File: config.mk
export PLATFORM = sky130hd
export DESIGN_NAME = mux8way16_rr_arbiter
export DESIGN_NICKNAME = d
export VERILOG_FILES = /design/src/rtl/mux8way16_rr_arbiter_pkg.sv /design/src/rtl/Mux8Way16.sv /design/src/rtl/rr_pick8.sv /design/src/rtl/mux8way16_rr_arbiter.sv
export SDC_FILE = /design/constraint.sdc
export NUM_CORES = 1
export LEC_CHECK = 0
export BUFFER_PORTS_ARGS = -buffer_cell sky130_fd_sc_hd__buf_2
export CORE_MARGIN = 1
export CORE_UTILIZATION = 45
export DETAILED_ROUTE_END_ITERATION = 8
export GPL_TIMING_DRIVEN = 0
export PLACE_DENSITY_LB_ADDON = 0.12
export SLEW_MARGIN = 0
export SYNTH_ARGS = -nofsm -noshare
export SYNTH_HDL_FRONTEND = slang
export SYNTH_SLANG_ARGS = --single-unit
File: constraint.sdc
create_clock -name clock -period 4 [get_ports clock]
set_input_delay 0.2 -clock clock [delete_from_list [all_inputs] [get_ports clock]]
set_output_delay 0.2 -clock clock [all_outputs]
set_load 0.03 [all_outputs]
File: src/rtl/mux8way16_rr_arbiter_pkg.sv
// rtl/mux8way16_rr_arbiter_pkg.sv - shared constants, state type and select helpers
// Purpose: widths, state encoding and select/index conversion used by the arbiter.
// Select vectors are declared [0:SEL_W-1] with index = sel[0] + 2*sel[1] + 4*sel[2],
// so bit i of a select always carries weight 2**i; the helpers convert to and from
// ordinary [SEL_W-1:0] numeric indices.
package mux8way16_rr_arbiter_pkg;

    localparam int SEL_W  = 3;
    localparam int DATA_W = 16;
    localparam int NREQ   = 8;

    typedef enum logic {
        IDLE  = 1'b0,
        GRANT = 1'b1
    } state_e;

    function automatic logic [0:SEL_W-1] idx_to_sel(input logic [SEL_W-1:0] idx);
        logic [0:SEL_W-1] s;
        for (int i = 0; i < SEL_W; i++) begin
            s[i] = idx[i];
        end
        return s;
    endfunction

    function automatic logic [SEL_W-1:0] sel_to_idx(input logic [0:SEL_W-1] s);
        logic [SEL_W-1:0] idx;
        for (int i = 0; i < SEL_W; i++) begin
            idx[i] = s[i];
        end
        return idx;
    endfunction

endpackage

File: src/rtl/Mux8Way16.sv
// rtl/Mux8Way16.sv - 8-way 16-bit multiplexer datapath
// Purpose: selects one of eight 16-bit words.
// Ports: a..h data words [0:15]; sel [0:2] with index = sel[0] + 2*sel[1] + 4*sel[2];
//        out selected word [0:15].
module Mux8Way16 (
    input  logic [0:15] a,
    input  logic [0:15] b,
    input  logic [0:15] c,
    input  logic [0:15] d,
    input  logic [0:15] e,
    input  logic [0:15] f,
    input  logic [0:15] g,
    input  logic [0:15] h,
    input  logic [0:2]  sel,
    output logic [0:15] out
);

    always_comb begin
        out = a;
        case ({sel[2], sel[1], sel[0]})
            3'd0:    out = a;
            3'd1:    out = b;
            3'd2:    out = c;
            3'd3:    out = d;
            3'd4:    out = e;
            3'd5:    out = f;
            3'd6:    out = g;
            default: out = h;
        endcase
    end

endmodule

File: src/rtl/rr_pick8.sv
// rtl/rr_pick8.sv - combinational round-robin priority pick over 8 requests
// Purpose: finds the first set request scanning upward from (last+1) mod 8 with wrap.
// Ports: req [0:7] (req[0]=a); last [0:2] previously served select;
//        winner [0:2] chosen select; any = at least one request set.
module rr_pick8
    import mux8way16_rr_arbiter_pkg::*;
(
    input  logic [0:NREQ-1]  req,
    input  logic [0:SEL_W-1] last,
    output logic [0:SEL_W-1] winner,
    output logic             any
);

    logic [SEL_W-1:0] last_idx;
    logic [SEL_W-1:0] win_idx;
    logic [SEL_W-1:0] cand;

    assign last_idx = sel_to_idx(last);

    // Scan offsets from farthest to nearest so the nearest set request is the
    // last one written and therefore wins. Offset 8 wraps back onto last itself.
    always_comb begin
        win_idx = '0;
        cand    = '0;
        for (int i = NREQ - 1; i >= 0; i--) begin
            cand = last_idx + 3'(i) + 3'd1;
            if (req[cand]) begin
                win_idx = cand;
            end
        end
    end

    assign winner = idx_to_sel(win_idx);
    assign any    = |req;

endmodule

File: src/rtl/mux8way16_rr_arbiter.sv
// rtl/mux8way16_rr_arbiter.sv - round-robin arbiter sharing one Mux8Way16 among 8 requesters
// Purpose: grants one requester at a time, locks the mux select, presents the word under
// a valid/ready handshake and pulses a registered one-hot ack to the winner.
// Ports: clock, reset (sync, active-high); req [0:7]; a..h data words [0:15];
//        out [0:15] mux output; out_valid; out_ready; ack [0:7] one-cycle one-hot;
//        sel [0:2] current select; busy = in GRANT.
// BURST: max consecutive transfers for one requester before re-arbitration (1..15).
module mux8way16_rr_arbiter
    import mux8way16_rr_arbiter_pkg::*;
#(
    parameter int BURST = 1
) (
    input  logic              clock,
    input  logic              reset,
    input  logic [0:NREQ-1]   req,
    input  logic [0:DATA_W-1] a,
    input  logic [0:DATA_W-1] b,
    input  logic [0:DATA_W-1] c,
    input  logic [0:DATA_W-1] d,
    input  logic [0:DATA_W-1] e,
    input  logic [0:DATA_W-1] f,
    input  logic [0:DATA_W-1] g,
    input  logic [0:DATA_W-1] h,
    output logic [0:DATA_W-1] out,
    output logic              out_valid,
    input  logic              out_ready,
    output logic [0:NREQ-1]   ack,
    output logic [0:SEL_W-1]  sel,
    output logic              busy
);

    state_e           state_q, state_d;
    logic [SEL_W-1:0] sel_q, sel_d;
    logic [SEL_W-1:0] last_q, last_d;
    logic [3:0]       burst_q, burst_d;
    logic [0:NREQ-1]  ack_q, ack_d;

    logic [0:SEL_W-1] pick_last;
    logic [0:SEL_W-1] pick_winner;
    logic             pick_any;
    logic             xfer;
    logic [3:0]       burst_inc;
    logic             burst_more;

    assign pick_last = idx_to_sel(last_q);

    rr_pick8 u_pick (
        .req    (req),
        .last   (pick_last),
        .winner (pick_winner),
        .any    (pick_any)
    );

    Mux8Way16 u_mux (
        .a   (a),
        .b   (b),
        .c   (c),
        .d   (d),
        .e   (e),
        .f   (f),
        .g   (g),
        .h   (h),
        .sel (sel),
        .out (out)
    );

    assign sel       = idx_to_sel(sel_q);
    assign busy      = (state_q == GRANT);
    assign out_valid = (state_q == GRANT) && req[sel_q];
    assign ack       = ack_q;
    assign xfer      = out_valid && out_ready;

    // Saturating count so a large BURST can never wrap back to zero.
    assign burst_inc  = (burst_q == 4'hF) ? 4'hF : burst_q + 4'd1;
    assign burst_more = ({1'b0, burst_q} + 5'd1) < 5'(BURST);

    always_comb begin
        state_d = state_q;
        sel_d   = sel_q;
        last_d  = last_q;
        burst_d = burst_q;
        ack_d   = '0;
        case (state_q)
            IDLE: begin
                if (pick_any) begin
                    sel_d   = sel_to_idx(pick_winner);
                    burst_d = '0;
                    state_d = GRANT;
                end
            end
            GRANT: begin
                if (!req[sel_q]) begin
                    // Requester withdrew: give up the grant without an ack.
                    last_d  = sel_q;
                    state_d = IDLE;
                end else if (xfer) begin
                    ack_d[sel_q] = 1'b1;
                    burst_d      = burst_inc;
                    if (!burst_more) begin
                        last_d  = sel_q;
                        state_d = IDLE;
                    end
                end
            end
            default: state_d = IDLE;
        endcase
    end

    always_ff @(posedge clock) begin
        if (reset) begin
            state_q <= IDLE;
            sel_q   <= '0;
            last_q  <= 3'd7;
            burst_q <= '0;
            ack_q   <= '0;
        end else begin
            state_q <= state_d;
            sel_q   <= sel_d;
            last_q  <= last_d;
            burst_q <= burst_d;
            ack_q   <= ack_d;
        end
    end

endmodule

; Word-level counts from Yosys, hierarchy flattened
; Cells that the tools add are included.
[totals]
inputBits = 139
regBits = 19
out_inout_bits = 29
[op_classes]
n_addsub = 16
n_eq_ne = 12
bitwise = 12
n_mux = 51
reduce_logical = 9
order_cmp = 11
[ops]
columns = cell, n
row1 = 16-bit case mux with 7 select lines, 1
row2 = "4-bit >= comparator, second input constant", 9
row3 = 3-bit inverter with 4-bit output, 9
row4 = 3-bit two-way mux, 11
row5 = 1-bit binary-select mux with 3-bit select, 9
row6 = "3-bit by 1-bit adder with 3-bit output, second input constant", 8
row7 = 1-bit two-way mux, 23
row8 = 4-bit two-way mux, 4
row9 = "3-bit adder, second input constant", 4
row10 = "3-bit == test, second input constant", 3
row11 = 4-bit case mux with 2 select lines, 1
row12 = 8-bit OR reduction, 1
row13 = "3-bit by 2-bit adder with 3-bit output, second input constant", 2
row14 = "3-bit by 2-bit == test with 1-bit output, second input constant", 2
row15 = "2-bit != test, second input constant", 3
row16 = 3-bit AND reduction, 2
row17 = "4-bit by 1-bit adder with 5-bit output, second input constant", 1
row18 = "5-bit by 1-bit less-than comparator with 1-bit output, second input constant", 1
row19 = "4-bit by 1-bit adder with 4-bit output, second input constant", 1
row20 = "4-bit == test, second input constant", 1
row21 = "4-bit by 1-bit less-than comparator with 1-bit output, second input constant", 1
row22 = "2-bit by 1-bit != test with 1-bit output, second input constant", 2
row23 = 4-bit OR reduction, 1
row24 = 1-bit demux with 3-bit select, 1
row25 = other kinds (6), 10

; Longest topological paths before layout
[depth]
ltp_word = 14
ltp_mapped = 13
mapped_depth_nobuf = 8

; Modules after synthesis
; A second synthesis with hierarchy kept.
[unflattened]
cells_unflattened = 363
hier_area_um2 = 2939.1
[by_module_without_submodules]
columns = module, n_inst, area_each_um2, seq_area_each_um2, cells_each
row1 = Mux8Way16, 1, 1026.0, 0.0, 154
row2 = rr_pick8, 1, 979.7, 0.0, 111
row3 = mux8way16_rr_arbiter, 1, 933.4, 380.4, 98

; Worst setup path before layout
; No wires, ideal clock.
[synth_path]
kind = register -> register
from = register last_q[0]
to = register sel_q[0]
path_buffers = 4
setup_time_ps = 117
t_arrival_ps = 2938
path_slack_ps = 944
path_stages_with_launch = 13
required_time_ps = 3883
cell_sequence = dfxtp_1 > buf_6 > buf_2 > buf_2 > inv_1 > ha_1 > buf_6 > mux4_2 > mux2_4 > nor2_2 > nand2_1 > a211o_1 > a32o_1
[synth_via]
elab_chain_cells = 14
elab_cells_between_ends = 54
[synth_rtl]
columns = item, line
row1 = from (decl), mux8way16_rr_arbiter.sv:34  ; logic [SEL_W-1:0] last_q, last_d;
row2 = from (signal assigned), mux8way16_rr_arbiter.sv:119  ; last_q <= last_d;
row3 = 3-bit adder, rr_pick8.sv:26  ; cand = last_idx + 3'(i) + 3'd1;
row4 = 3-bit by 1-bit adder with 3-bit output, rr_pick8.sv:26
row5 = 3-bit inverter with 4-bit output (implied by the code), rr_pick8.sv:27  ; if (req[cand]) begin
row6 = 1-bit binary-select mux with 3-bit select, rr_pick8.sv:27
row7 = 1-bit two-way mux (implied by the code) (2 in a row), rr_pick8.sv:27
row8 = 3-bit two-way mux (7 in a row), rr_pick8.sv:27
row9 = 3-bit two-way mux (*), rr_pick8.sv:27
row10 = to (signal assigned), mux8way16_rr_arbiter.sv:118  ; sel_q <= sel_d;
row11 = to (decl), mux8way16_rr_arbiter.sv:33  ; logic [SEL_W-1:0] sel_q, sel_d;
; Mark *: on every way between the ends. The rest lies on a longest branch, timed or not. The select of a mux whose other input is x is not followed.
; A chain may end at the register's enable or synchronous reset.

; Final worst setup path
; Ends and elaborated chain as after synthesis.

==> impl_results.md <==
- Status: finished with violations
- Failing checks: DRC
- Cts hold-fix bufs: 0
- Fill cells: approximately 600
- Syn nets: about 510
- CP max stage delay: 0.53 ns
- Die area: approximately 0.007 sq mm
- Die width: 84.34 microns
- Via density: just over 6
- Maximum clock rate: roughly 270 MHz
- Height of the die: 84.34 microns
- Buf/Inv on CP: 6
- Pwr Density: around 620 mW/mm^2
- Multi-input gate area: 0.002447 sq mm
- Post-Syn Instances: 370
- GRT Total Usage: between 30% and 40%
- Diodes inserted: 0
- Total Wirelength: ~11000 microns
- Post-DP HPWL: about 9100 microns
- Initial detailed-routing violation count: about 270
- Hold WC Path Type: input port to flop
- Post-route cell area: 0.004013 sq mm
- Worst EP required: just over 4 ns
- Buffers on Ports: around 160
- Deepest clock path buffer count: 2
- Max-Cap Viols: 0
- Largest delay contributor family on the critical path: buffers and inverters
- Kind of critical path: flop to flop
- Unique masters post-synth: between 60 and 70
- Layout cells sized above 1: 42.94%
- GR Util met2: between 50% and 60%
- First-pass GRT wire length: around 18000 microns
- Final Setup Violations: 0
- Synth warn: 0
- Core outline area: around 0.0065 sq mm
- Top FF cell, synth: dfxtp_1
- GP Congestion: 0.9177
- Postcts setup bufs: 0
- Area Overhead vs Synth: 31.54%
- Register Area: approximately 380 sq um
- Reg2reg start: last_q[0]
- Ys async rst share: 0%
- Number of global-route vias before repair: 3690
- Initial Util: 47.23%
- DR WL/cell: between 15 and 20 microns
- Actual slew at the worst max-slew pin: between 0.7 and 0.8 ns
- Critical path fanouts, max: 10
- Layout Nets: 682
- Pleak: approximately 1.8 nW
- Final worst path period need: 3.745 ns
- EDFF count, synth: 0
- Reg clk slew, reported paths: roughly 0.07 ns
- Slew HR: a little over 50%
- TritonCTS clock tree: yes
- H-tree depth reported by CTS: 1
- CP cell instances: buf_6 > buf_2 > buf_2 > inv_1 > ha_1 > buf_6 > clkbuf_1 > nor2_1 > a22oi_1 > nand3_1 > a2111oi_0 > o311ai_1 > a32o_1
- #FFs+latches synth: 19
- Clock Latency Late Sink: between 0.2 and 0.3 ns
- TritonRoute pass-1 iters: 7
- Inserted Clock Buffers: 3
- Io pins: ~170
- Arrival time of the worst setup path: 3.89 ns
- Sink Count: 19
- Initial antenna violation count: 0
- VDD IR max: 0.4340 mV
- Routed via count: 3828
- Row count: 29
- Routed Antenna Nets: 0
- Hold path start: reset
- Fin crit share: about 94%
- Placement Cell Area: about 0.004 sq mm
- Max Transition Viols Final: 0
- Crit. Startpoint: last_q[0]
- GR Overflow Total: 0
- Mapped Area: between 0.003 and 0.004 sq mm
- Setup TNS: 0 ns
- Remaining DRCs: 2
- Pin count of the biggest net entering global routing: 11
- Post-cts resize count: 0
- Critical Path Sink Type: flop
- Clk_skew: between 0.004 and 0.005 ns
- GRT busiest layer: met2
- Hold slack final: about 0.33 ns
- Sequential element share of the synthesized area: around an eighth
- Final Hold Fails: 0
- RSZ-0062 raised after global routing: no
- Clk root buf: clkbuf_8
- Grt met1 use: about two fifths
- Crit path launch type: flop
- Cell at the slowest stage of the critical path: a2111oi_0
- Grt met3 use: ~3.7%
- Mean Syn Cell Area: 8.244 sq um
## layout by cell type, fill, tap and decap left out, drive strengths merged, types with 7 or more instances in the layout
| cell type | n |
|---|---|
| mux2i | 28 |
| nor2b | 10 |
| nor2 | 26 |
| nand2 | 29 |
| dfxtp | 19 |
| a21oi | 34 |
| mux4 | 21 |
| o22ai | 7 |
| a22oi | 11 |
| mux2 | 19 |
| inv | 8 |
| buf | 187 |
| nand3 | 12 |
| o21ai | 14 |
| clkbuf | 19 |
## worst register-to-register path, cell delays in order, from the launching register on
cell       delay [ns]
dfxtp_1          0.35
buf_6            0.17
buf_2            0.26
buf_2            0.28
inv_1            0.20
ha_1             0.39
buf_6            0.17
clkbuf_1         0.43
nor2_1           0.16
a22oi_1          0.19
nand3_1          0.14
a2111oi_0        0.53
o311ai_1         0.14
a32o_1           0.23
## sequential cells by signal, indices dropped and copies added, names as in the netlist
name     flops
ack          8
burst_q      4
busy         1
last_q       3
sel_q        3
## worst paths after layout
path	endpoint	slack, ns	cells past startpoint
worst min register to register	burst_q[1]	0.52	2
worst min-delay path	burst_q[0]	0.33	2
worst max register to register	sel_q[0]	0.26	13
worst max-delay path	sel_q[0]	0.26	13
## cell usage after synthesis, types with 3 or more instances
library cell  count  area [sq um]
buf_2            13         65.06
dfxtp_1          19         380.4
a21oi_1          34         170.2
a211oi_1          3         22.52
nand2_1          29         108.9
buf_1             6         22.52
mux2_2           18         202.7
o31a_1            3         26.28
and2_1            3         18.77
nand2b_1          3         18.77
o221ai_1          3         26.28
mux4_2           21         473.0
o22ai_1           7         43.79
a22o_1            5         43.79
nand3_1          12         60.06
a211o_1           5         43.79
nand3b_1          3         22.52
a2111oi_0         3         26.28
ha_1              4         50.05
a22oi_1          11         82.58
o22a_1            4         35.03
nor3_1            6         30.03
mux2i_1          28         280.3
nor2_1           25         93.84
a221oi_1          6         52.55
a31oi_1           4         25.02
a311oi_1          3         26.28
clkbuf_1         15         56.30
o21ai_0          14         70.07
inv_1             8         30.03
and3_1            5         31.28
buf_6             4         45.04
nor2b_1          10         62.56
## logic make-up after synthesis
family | share of synthesized area (%)
multiplexers | 31.83
adder cells (fa/ha/maj) | 1.641
buffers and inverters | 7.301
flip-flops | 12.47
AND/OR/NAND/NOR | 18.46
XOR/XNOR | 1.313
AO/OA/AOI/OAI | 26.99
## where the power goes
group / internal [mW] / switching, mW / total, mW
sequential: 0.215 / 0.0300 / 0.245
clock: 0.0708 / 0.0626 / 0.133
combinational: 0.844 / 1.25 / 2.10
total: 1.13 / 1.35 / 2.47
## metrics by stage
stage | std cells | power, mW | util, % | worst slack, ns
after floorplan | 370 | 1.799 | - | 0.9444
after global placement | 611 | 2.273 | 61.43 | 0.4117
after detailed placement | 611 | 2.305 | 61.43 | 0.3655
after CTS | 615 | 2.443 | 62.13 | 0.3247
after global routing | 615 | 2.631 | 62.13 | 0.05097
final | 615 | 2.475 | 62.13 | 0.2551
## final cells by class
cell class / instances / area share, %
multi-input cells: 304 / 60.99
flip-flops and latches: 19 / 9.479
plain buffers: 38 / 4.708
clock buffers: 4 / 1.123
inverters: 9 / 0.8419
well taps: 77 / 2.401
repair buffers: 164 / 20.46
## metal layers
layer	routed length [microns]	vias to the layer above
li1	-	1774
met1	4731	1785
met2	5473	230
met3	841	39
met4	433	0
met5	0	-
Note: power is estimated with default switching activity, not from simulation.
